### config.mk
export PLATFORM = sky130hd
export DESIGN_NAME = wavelet_input_sampler
export DESIGN_NICKNAME = d
export VERILOG_FILES = /design/src/rtl/wavelet_input_sampler.sv
export SDC_FILE = /design/constraint.sdc
export NUM_CORES = 1
export LEC_CHECK = 0
export BUFFER_PORTS_ARGS = -buffer_cell sky130_fd_sc_hd__buf_2
export CORE_AREA = 2 2 105 107
export CTS_BUF_LIST = sky130_fd_sc_hd__clkbuf_8
export DETAILED_ROUTE_END_ITERATION = 6
export DIE_AREA = 0 0 107 109
export SLEW_MARGIN = 20
export SYNTH_ARGS = -nofsm -noshare
export SYNTH_HDL_FRONTEND = slang
export SYNTH_SLANG_ARGS = --single-unit
### constraint.sdc
create_clock -name clk -period 3 [get_ports clk]
set_clock_uncertainty 0.2 [all_clocks]
set_input_delay 0.3 -clock clk [delete_from_list [all_inputs] [get_ports clk]]
set_output_delay 0.3 -clock clk [all_outputs]
set_load 0.01 [all_outputs]
### src/rtl/wavelet_input_sampler.sv
// wavelet_input_sampler: synchronizes an external strobe/data bus and buffers samples in a show-ahead FIFO.
module wavelet_input_sampler #(
  parameter int DATA_W      = 8,
  parameter int FIFO_DEPTH  = 4,
  parameter int SYNC_STAGES = 2,
  parameter int CNT_W       = 16
) (
  input  logic                          clk,
  input  logic                          resetb,
  input  logic                          i_data_clk,
  input  logic [DATA_W-1:0]             i_value,
  output logic [DATA_W-1:0]             o_sample,
  output logic                          o_sample_valid,
  input  logic                          i_sample_ready,
  output logic                          o_overflow,
  input  logic                          i_clear_overflow,
  output logic [$clog2(FIFO_DEPTH):0]   o_fifo_level,
  output logic [CNT_W-1:0]              o_sample_count
);
  localparam int AW = $clog2(FIFO_DEPTH);
  localparam int LW = AW + 1;
  typedef enum logic {DISARMED, ARMED} state_t;
  state_t state;
  logic [SYNC_STAGES-1:0] strobe_sync, settle;
  logic [DATA_W-1:0] value_sync [SYNC_STAGES];
  logic [DATA_W-1:0] mem [FIFO_DEPTH];
  logic strobe_prev, push, pop, full, accept;
  logic [AW:0] wr_ptr, rd_ptr;
  assign push = (state == ARMED) && strobe_sync[SYNC_STAGES-1] && !strobe_prev;
  assign o_fifo_level = wr_ptr - rd_ptr;
  assign o_sample_valid = wr_ptr != rd_ptr;
  assign full = o_fifo_level == LW'(FIFO_DEPTH);
  assign pop = o_sample_valid && i_sample_ready;
  assign accept = push && (!full || pop);
  assign o_sample = o_sample_valid ? mem[rd_ptr[AW-1:0]] : '0;
  // settle marks when the chain holds real pin samples rather than reset zeros,
  // so a pin held high through reset cannot arm and then fire a false edge
  always_ff @(posedge clk or negedge resetb)
    if (!resetb) begin
      strobe_sync <= '0;
      settle <= '0;
      strobe_prev <= 1'b0;
      state <= DISARMED;
      for (int i = 0; i < SYNC_STAGES; i++) value_sync[i] <= '0;
    end else begin
      strobe_sync <= {strobe_sync[SYNC_STAGES-2:0], i_data_clk};
      settle <= {settle[SYNC_STAGES-2:0], 1'b1};
      strobe_prev <= strobe_sync[SYNC_STAGES-1];
      value_sync[0] <= i_value;
      for (int i = 1; i < SYNC_STAGES; i++) value_sync[i] <= value_sync[i-1];
      if (state == DISARMED && settle[SYNC_STAGES-1] && !strobe_sync[SYNC_STAGES-1]) state <= ARMED;
    end
  always_ff @(posedge clk or negedge resetb)
    if (!resetb) begin
      wr_ptr <= '0;
      rd_ptr <= '0;
      o_overflow <= 1'b0;
      o_sample_count <= '0;
    end else begin
      if (accept) wr_ptr <= wr_ptr + 1'b1;
      if (pop) rd_ptr <= rd_ptr + 1'b1;
      if (accept) o_sample_count <= o_sample_count + 1'b1;
      if (push && full && !pop) o_overflow <= 1'b1;
      else if (i_clear_overflow) o_overflow <= 1'b0;
    end
  always_ff @(posedge clk)
    if (accept) mem[wr_ptr[AW-1:0]] <= value_sync[SYNC_STAGES-1];
endmodule

---- After elaboration in Yosys (flattened, before gate mapping) ----
Memory sizes are Yosys's and may differ from the RTL's.
Index checks and enable logic that the tools add are counted.
cells by class
  eq/ne operators ......................... 2
  mux-type cells .......................... 5
  $add $sub $neg .......................... 4
  reductions and logical operators ........ 14
  bitwise operators ....................... 1
operator list
  operator               count
  $add 16x1->16 const B  1
  $logic_and 1x1->1      8
  $mux 8                 1
  $add 3x1->3 const B    2
  $logic_not 1->1        4
  $mux 1                 4
  $eq 3x3->1 const B     1
  $ne 3x3->1             1
  $sub 3x3->3            1
  $reduce_bool 2->1      1
  $logic_or 1x1->1       1
  $not 1->1              1
word-level totals
  memory bits (writable) .................. 32
  memories kept ........................... 1
  input bits .............................. 13
  output and inout port bits .............. 29
  flip-flop bits (word level) ............. 45
  word-level logic and storage cells ...... 37
memory list
  name  words  bits a word  rd ports  clocked after memory_dff  write ports  line  RTL
  mem   4      8            1         0                         1            26    logic [DATA_W-1:0] mem [FIFO_DEPTH];

---- Logic depth before layout (Yosys ltp) ----
Gate-level depths: netlist of run 1.
  depth after elaboration ................. 7
  mapped depth ............................ 8
  gate-level depth less buffers ........... 7

---- Worst setup path after synthesis of run 1 ----
Ideal clock, no wire load.
  path type ............................... register -> register
  start ................................... register wr_ptr[0]
  end ..................................... memory mem[3][0], enable pin
  required time ........................... 2.410 ns
  setup time .............................. 0.390 ns
  buffers on the path ..................... 0
  arrival time ............................ 2.313 ns
  cell stages (with the launch flop) ...... 7
  setup slack ............................. 0.097 ns
  period minus slack after synthesis ...... 2.903 ns
  cell sequence ........................... dfrtp_1 -> inv_1 -> ha_1 -> fa_1 -> and3_1 -> a31o_2 -> nor3b_1
between the ends
  cells in the longest elaborated chain, start to end .. 7
  elaborated cells on any way between the ends .. 9
  classes of those cells .................. 1 x add/sub; 2 x eq/ne; 2 x mux; 4 x reduce/logical
RTL lines
  item                          line  RTL
  start: declaration            28    logic [AW:0] wr_ptr, rd_ptr;
  start signal: assignment      60    if (accept) wr_ptr <= wr_ptr + 1'b1;
  $sub 3x3->3                   30    assign o_fifo_level = wr_ptr - rd_ptr;
  $eq 3x3->1                    32    assign full = o_fifo_level == LW'(FIFO_DEPTH);
  $logic_not 1->1               34    assign accept = push && (!full || pop);
  $logic_or 1x1->1              34
  $logic_and 1x1->1             34
  $mux 1                        67    if (accept) mem[wr_ptr[AW-1:0]] <= value_sync[SYNC_STAGES-1];
  $mux 1 (not written as such)  67
  end: declaration              26
Parallel ways exist; a longest one is shown, timed or not.

---- Final worst setup path of run 1 ----
  start ................................... register wr_ptr[0]
  end ..................................... memory mem[0][5], enable pin
Same word-level chain as after synthesis.

==> impl_metrics.tcl, run 1 <==
set metrics [dict create \
    r2r_slack_ns 0.30 \
    p_int_mw 2.342 \
    wl_per_cell_um 13.73 \
    r2r_cells 7 \
    fmax_mhz 370.8 \
    gp_congestion 0.7719 \
    crit_type "reg -> reg" \
    seq_area_frac_synth_pct 67.67 \
    power_density_mw_per_mm2 958.5 \
    worst_path_largest_cell_delay_ns 0.47 \
    required_ns 2.80 \
    hold_viol_final 0 \
    async_reset_ff_share_pct 58.44 \
    report.power.total_mw 3.632 \
    reg2reg_to "mem[0][5]" \
    cts_tree "done" \
    postCtsSetupRepairBufs 0 \
    grt_max_degree 46 \
    synth.top_cell.area_share_pct 36.51 \
    yosys_warnings 0 \
    final_layout_size_suffix_gt1_share_pct 33.86 \
    dieArea_sq_mm 0.01166 \
    slew_headroom_pct 60.80 \
    n_antenna_cell 0 \
    place_area_sq_mm 0.003481 \
    drt_iter0_drc 48 \
    cts_resized 0 \
    grt_pass1_vias 1794 \
    dr.pass1.iters 4 \
    placedCellCount 368 \
    dp_hpwl_mm 3.614 \
    drt.antenna.violating_nets 0 \
    synth-edff-count 32 \
    drc_errors 0 \
    crit_chain "inv_1 -> ha_1 -> fa_1 -> and3_1 -> a31o_2 -> nor2_2 -> and2_1" \
    cap_violations 0 \
    vias_per_cell 4.299 \
    combPwrFrac_pct 37.7 \
    end_kind "flip-flop" \
    hold_class "in -> reg" \
    grt_usage_pct 10.58 \
    max_slew.worst_pin.slew_ns 0.5879 \
    layout_commonest_cell "dfrtp_1" \
    start_util_pct 29.09 \
    slowest_stage "fa_1" \
    syn_nets 208 \
    clock_latency_ns 0.35 \
    fin_crit_sh_pct 89.89 \
    area_delta_synth_final_pct 22.84 \
    final_area_sq_mm 0.003789 \
    report.final.slew_viol_count 0 \
    die_w_um 107 \
    critPathLaunchType "flip-flop" \
    antenna_found_initial 0 \
    synth_cells 186 \
    ir_drop_mv 0.3355 \
    cp-startpoint "wr_ptr[0]" \
    clock_path_buffers 2 \
    final_cells 394 \
    seqPwrFrac_pct 40.3 \
    cp_max_fo 8 \
    ios 42 \
    fin_tns_setup_ns 0 \
    cts_max_level 3 \
    layout.filler_cells 1031 \
    synth_seq_cells 77 \
    p_leak_nw 1.476 \
    crit_path_end "mem[0][5]" \
    p_clk_share_pct 22.0 \
    finalSetupViolations 0 \
    synth_flop_cell "dfrtp_1" \
    syn-cell-area_sq_mm 0.003084 \
    via_count 1694 \
    path_clk_slew_ns 0.08 \
    clkSinkCount 77 \
    swShare_pct 35.51 \
    arrival_ns 2.50 \
    cts_buffers 9 \
    grt_pass1_wl_mm 9.135 \
    rsz0062_at_grt "false" \
    avgSynthCellArea_sq_um 16.58 \
    num_rows 38 \
    cts-root-buf "clkbuf_8" \
    period_minus_slack_ns 2.697 \
    wl_mm 5.410 \
    core_sq_mm 0.01060 \
    io_buffers 41 \
    mostFrequentLayoutCells "dfrtp_1 (45), buf_2 (40), edfxtp_1 (32)" \
    synthTopCellsByArea "dfrtp_1 (37%), edfxtp_1 (31%), mux4_2 (5.8%)" \
    grt-ovfl-total 0 \
    netSwitchingPower_mw 1.290 \
    nNetsFinal 271 \
    synth_cell_types 35 \
    status "completed" \
    reg2reg_from "wr_ptr[0]" \
    post-synth-top-area-cell "dfrtp_1" \
    die_h_um 109 \
]
-- per-stage QoR --
stage,hold slack (ns),setup WS [ns],utilization [%]
floorplan,-0.1956,0.09667,-
global placement,0.1324,0.4015,32.83
detailed placement,0.1347,0.2762,32.83
CTS,0.02188,0.2548,35.71
global route,0.04401,0.1231,35.73
finish,0.04064,0.3033,35.73
-- repair_timing --
item / CTS / global route
endpoints found under the setup margin: 0 / 0
hold buffers: 10 / 0
hold endpoints to repair: 54 / 0
-- registers in the layout, summed over array words and instances (netlist names) --
| register | count |
|---|---|
| wr_ptr | 3 |
| rd_ptr | 3 |
| o_sample_count | 16 |
| mem | 32 |
| value_sync | 16 |
| state | 1 |
| strobe_prev | 1 |
| strobe_sync | 2 |
| o_overflow | 1 |
| settle | 2 |
-- critical path: cells and delay by family (launching register included) --
kind                       cells  cell delay (ns)
AOI/OAI and AO/OA              1             0.26
buffers and inverters          1             0.11
DFF                            1             0.39
adders and majority gates      2             0.70
and+or+nand+nor                3             0.71
-- power groups by stage --
stage	sequential (mW)	combinational, mW	clock, mW
2_1_floorplan	1.49	0.907	0
5_1_grt	1.50	1.52	0.884
4_1_cts	1.47	1.40	0.834
3_5_place_dp	1.49	1.38	0
3_3_place_gp	1.48	1.37	0
6_report	1.46	1.37	0.801
-- worst min-delay path by stage --
| stage | from | end | slack [ns] | cells after the start |
|---|---|---|---|---|
| 2_1_floorplan | resetb | o_overflow | -0.20 | 0 |
| 3_3_place_gp | settle[0] | settle[1] | 0.13 | 0 |
| 3_5_place_dp | value_sync[12] | value_sync[4] | 0.13 | 0 |
| 4_1_cts | i_clear_overflow | o_overflow | 0.02 | 3 |
| 5_1_grt | i_clear_overflow | o_overflow | 0.04 | 3 |
| 6_report | i_clear_overflow | o_overflow | 0.04 | 3 |
-- synthesized netlist by cell type (all sizes together) (4+ instances only) --
master  instances
nand3           7
ha              8
xnor2           4
inv             7
and2           11
mux4            8
xor2           16
dfrtp          45
nor4            9
nand2           8
edfxtp         32
-- cell type report --
cell class                 instances  area (sq um)  share of cell area [%]
clock buffer                       9         123.9                   3.269
clock inverter                     7         81.33                   2.147
inverter                           7         26.28                  0.6935
multi-input combinational         97         942.2                   24.87
sequential                        77          2087                   55.09
tap                              140         175.2                   4.624
timing repair buffer              57         352.8                   9.313
-- layer usage --
layer | wire [um] | GRT usage (%) | vias up
met5 | 0 | 0 | -
met4 | 97 | 4.453 | 0
met3 | 245 | 3.646 | 11
met2 | 2608 | 17.52 | 44
met1 | 2459 | 12.65 | 838
li1 | - | - | 801
-- kinds of logic (layout without fill, tap and decap cells) --
group | after synthesis | in the layout | share of synthesized area (%)
compound gates | 4 | 4 | 1.055
xor+xnor | 21 | 21 | 6.490
fa+ha+maj | 9 | 9 | 3.895
buf+inv | 12 | 80 | 1.785
flops | 77 | 77 | 67.67
mux | 11 | 11 | 6.937
other cells | 1 | 1 | 0.1216
simple gates | 51 | 51 | 12.05
No activity file was read; power rests on OpenSTA's default activity.
==> run 2: changes to the inputs <==
- CORE_AREA: 2 2 105 107 -> 2 2 75 149
- DIE_AREA: 0 0 107 109 -> 0 0 77 151
==> impl_metrics.tcl, run 2 (synthesis gave the netlist of run 1 again) <==
set metrics [dict create \
    cap_violations 0 \
    grt_max_degree 46 \
    fin_tns_setup_ns 0 \
    dr.pass1.iters 4 \
    ctsHoldBuffers 10 \
    grt_pass1_vias 1777 \
    ir_drop_mv 0.5213 \
    slew_headroom_pct 61.74 \
    gp_congestion 0.7299 \
    drc_errors 0 \
    final_cells 391 \
    clock_latency_ns 0.34 \
    start_util_pct 29.44 \
    slowest_stage "fa_1" \
    worst_path_largest_cell_delay_ns 0.44 \
    power_density_mw_per_mm2 976.1 \
    postCtsSetupRepairBufs 0 \
    ios 42 \
    report.power.total_mw 3.719 \
    fmax_mhz 367.1 \
    path_clk_slew_ns 0.08 \
    area_delta_synth_final_pct 23.53 \
    arrival_ns 2.57 \
    path_buf_inv 3 \
    drt_iter0_drc 44 \
    vias_per_cell 4.332 \
    cts-root-buf "clkbuf_8" \
    hold_viol_final 0 \
    hold_class "in -> reg" \
    drt.antenna.violating_nets 0 \
    final_layout_size_suffix_gt1_share_pct 33.86 \
    crit_family "adder cells" \
    critPathLaunchType "flip-flop" \
    clkSinkCount 77 \
    grt_usage_pct 10.51 \
    finalSetupViolations 0 \
    report.final.slew_viol_count 0 \
    cp_max_fo 15 \
    wl_per_cell_um 14.21 \
    cts_max_level 3 \
    die_w_um 77 \
    end_kind "flip-flop" \
    n_antenna_cell 0 \
    crit_type "reg -> reg" \
    mostFrequentLayoutCells "dfrtp_1 (45), buf_2 (40), edfxtp_1 (32)" \
    largest_register_ffs 32 \
    required_ns 2.85 \
    antenna_found_initial 0 \
    crit_chain "inv_1 -> ha_1 -> fa_1 -> and3_1 -> a31o_2 -> buf_4 -> nor3b_1 -> buf_4" \
    fin_crit_sh_pct 90.81 \
    clock_path_buffers 2 \
    p_leak_nw 1.488 \
    max_slew.worst_pin.slew_ns 0.5739 \
    via_count 1694 \
    num_rows 53 \
    rsz0062_at_grt "false" \
    wl_mm 5.556 \
    dieArea_sq_mm 0.01163 \
    io_buffers 41 \
    die_h_um 151 \
    cts_resized 0 \
    status "completed" \
    layout_commonest_cell "dfrtp_1" \
    cp_common_cell "buf_4" \
    core_sq_mm 0.01048 \
    nNetsFinal 271 \
    grt-ovfl-total 0 \
    grt_pass1_wl_mm 9.121 \
    cts_buffers 9 \
    layout.filler_cells 1069 \
    placedCellCount 365 \
    dp_hpwl_mm 4.073 \
    period_minus_slack_ns 2.724 \
    cts_tree "done" \
]
## run 2: cell count changes in the layout (fill, tap and decap cells not counted), sizes merged
cell	change
clkinv	-2
bufinv	+1
clkbuf	+1
## run 2: per-stage QoR
step           instance area [sq um]  hold WS [ns]  worst slack [ns]  utilization, %
2_1_floorplan                   3084       -0.1956           0.09667               -
3_3_place_gp                    3477        0.1315            0.3075           33.19
3_5_place_dp                    3477        0.1347            0.2626           33.19
4_1_cts                         3807       0.02929            0.2534           36.34
5_1_grt                         3810       0.05556            0.1967           36.36
6_report                        3810       0.04831            0.2757           36.36
## run 2: tightest hold or removal path: cells and delay by family
family,cells,cell delay [ns]
compound gates,1,0.12
buf+inv,2,0.13
## run 2: final cells by class
class / count / area, sq um / share of cell area, %
inverter: 7 / 26.28 / 0.6897
clock buffer: 10 / 137.6 / 3.612
timing repair buffer: 57 / 352.8 / 9.261
multi-input combinational: 97 / 942.2 / 24.73
sequential: 77 / 2087 / 54.78
clock inverter: 6 / 92.59 / 2.430
tap: 137 / 171.4 / 4.499
## run 2: worst paths after layout
| path | from | endpoint | slack (ns) | depth (start not counted) |
|---|---|---|---|---|
| setup / recovery | wr_ptr[0] | mem[3][1] | 0.28 | 8 |
| hold / removal | i_clear_overflow | o_overflow | 0.05 | 3 |
| setup reg to reg | wr_ptr[0] | mem[3][1] | 0.28 | 8 |
| hold reg to reg | strobe_sync[0] | strobe_sync[1] | 0.15 | 0 |
| max in group asynchronous | resetb | o_sample_count[11] | 1.92 | 2 |
| min in group asynchronous | resetb | o_sample_count[6] | 0.29 | 2 |
## run 2: metal layers
| layer | GRT usage [%] | part of all wire, % |
|---|---|---|
| met3 | 2.443 | 3.4 |
| met2 | 19.47 | 58 |
| met4 | 6.161 | 1.9 |
| met1 | 10.63 | 37 |
| met5 | 0 | 0 |
## run 2: power breakdown
| group | internal, mW | leakage [nW] | switching (mW) | total (mW) |
|---|---|---|---|---|
| sequential | 1.29 | 0.792 | 0.164 | 1.46 |
| clock | 0.499 | 0.118 | 0.382 | 0.881 |
| combinational | 0.651 | 0.579 | 0.729 | 1.38 |
==> run 3: changes to the inputs <==
- CELL_PAD_IN_SITES_DETAIL_PLACEMENT: not set -> 1
- CELL_PAD_IN_SITES_GLOBAL_PLACEMENT: not set -> 2
- PLACE_DENSITY_LB_ADDON: not set -> 0.1
==> impl_metrics.tcl, run 3 (synthesis gave the netlist of run 1 again) <==
set metrics [dict create \
    min-delay-start "i_clear_overflow" \
    nNetsFinal 271 \
    mostFrequentLayoutCells "dfrtp_1 (45), buf_2 (40), edfxtp_1 (32)" \
    end_kind "flip-flop" \
    reg2reg_from "wr_ptr[0]" \
    fmax_mhz 372.1 \
    grt_pass1_vias 1818 \
    via_count 1704 \
    gp_congestion 0.6800 \
    drt_iter0_drc 61 \
    largest_register_ffs 32 \
    rsz0062_at_grt "false" \
    cts_resized 0 \
    cap_violations 0 \
    max_slew.worst_pin.slew_ns 0.5939 \
    fin_crit_sh_pct 89.58 \
    grt-ovfl-total 0 \
    drc_errors 0 \
    vias_per_cell 4.358 \
    cp_max_fo 8 \
    fin_tns_setup_ns 0 \
    r2r_cells 7 \
    antenna_found_initial 0 \
    finalSetupViolations 0 \
    path_clk_slew_ns 0.09 \
    wl_per_cell_um 16.08 \
    ios 42 \
    crit_family "simple AND/OR/NAND/NOR gates" \
    grt_pass1_wl_mm 9.942 \
    postCtsSetupRepairBufs 0 \
    final_layout_size_suffix_gt1_share_pct 33.86 \
    clock_latency_ns 0.35 \
    ctsHoldBuffers 10 \
    dieArea_sq_mm 0.01163 \
    die_w_um 77 \
    clkSinkCount 77 \
    r2r_slack_ns 0.31 \
    n_antenna_cell 0 \
    num_rows 53 \
    power_density_mw_per_mm2 954.0 \
    worst_path_largest_cell_delay_ns 0.44 \
    ir_drop_mv 0.3488 \
    post-place-ws_ns 0.2607 \
    io_buffers 41 \
    area_delta_synth_final_pct 21.91 \
    reg2reg_to "mem[1][5]" \
    period_minus_slack_ns 2.687 \
    slowest_stage "fa_1" \
    grt_max_degree 46 \
    status "completed" \
    setup_ws_ns 0.3125 \
    dr.pass1.iters 4 \
    required_ns 2.81 \
    wl_mm 6.289 \
    start_util_pct 29.44 \
    report.final.slew_viol_count 0 \
    layout_commonest_cell "dfrtp_1" \
    placedCellCount 365 \
    drt.antenna.violating_nets 0 \
    crit_type "reg -> reg" \
    p_leak_nw 1.463 \
    min_to "o_overflow" \
    arrival_ns 2.50 \
    final_cells 391 \
    min_path_cells 3 \
    hold_viol_final 0 \
    die_h_um 151 \
    cts_buffers 9 \
    cts_tree "done" \
    cts-root-buf "clkbuf_8" \
    slew_headroom_pct 60.41 \
    hold_class "in -> reg" \
    clock_path_buffers 2 \
    crit_chain "inv_1 -> ha_1 -> fa_1 -> and3_1 -> a31o_2 -> nor2_2 -> and2_1" \
    layout.filler_cells 1143 \
    dp_hpwl_mm 4.584 \
    path_buf_inv 1 \
    cts_max_level 3 \
    report.power.total_mw 3.587 \
    critPathLaunchType "flip-flop" \
    core_sq_mm 0.01048 \
    grt_usage_pct 11.78 \
]
run 3: stage by stage:
stage | utilization (%) | hold slack (ns) | cell area [sq um]
floorplan | - | -0.1956 | 3084
global placement | 33.19 | 0.1317 | 3477
detailed placement | 33.19 | 0.1363 | 3477
CTS | 35.86 | 0.01609 | 3757
global route | 35.88 | 0.03983 | 3760
finish | 35.88 | 0.03516 | 3760
run 3: worst max-delay path by stage:
stage | start | to | slack (ns) | cells past startpoint
2_1_floorplan | wr_ptr[0] | mem[3][0] | 0.1 | 6
3_3_place_gp | wr_ptr[0] | mem[1][3] | 0.35 | 7
3_5_place_dp | wr_ptr[0] | mem[1][3] | 0.26 | 7
4_1_cts | wr_ptr[0] | mem[1][6] | 0.27 | 7
5_1_grt | wr_ptr[0] | mem[1][6] | 0.16 | 7
6_report | wr_ptr[0] | mem[1][5] | 0.31 | 7
run 3: final cells by class:
| class | count | area, sq um | area share [%] |
|---|---|---|---|
| clock inverter | 7 | 56.30 | 1.498 |
| clock buffer | 9 | 123.9 | 3.295 |
| inverter | 7 | 26.28 | 0.6988 |
| tap | 137 | 171.4 | 4.559 |
| timing repair buffer | 57 | 352.8 | 9.384 |
| sequential | 77 | 2087 | 55.51 |
| multi-input combinational | 97 | 942.2 | 25.06 |
run 3: worst register-to-register path, cell delays in order, from the launching register on:
cell and delay [ns]:
dfrtp_1 0.41, inv_1 0.16, ha_1 0.19, fa_1 0.44, and3_1 0.16, a31o_2 0.26, nor2_2 0.12, and2_1 0.40
run 3: layer usage:
layer	vias up	share of wire, %	wire length, um	global-route usage [%]
li1	796	-	-	-
met1	865	37	2333	12.34
met2	34	58	3628	21.49
met3	9	3.1	196	2.682
met4	0	2.1	130	6.696
met5	-	0	0	0
run 3: power breakdown:
| part | switching (mW) | internal, mW | total (mW) |
|---|---|---|---|
| clock | 0.419 | 0.314 | 0.732 |
| sequential | 0.176 | 1.29 | 1.47 |
| combinational | 0.734 | 0.651 | 1.39 |
| total | 1.33 | 2.26 | 3.59 |
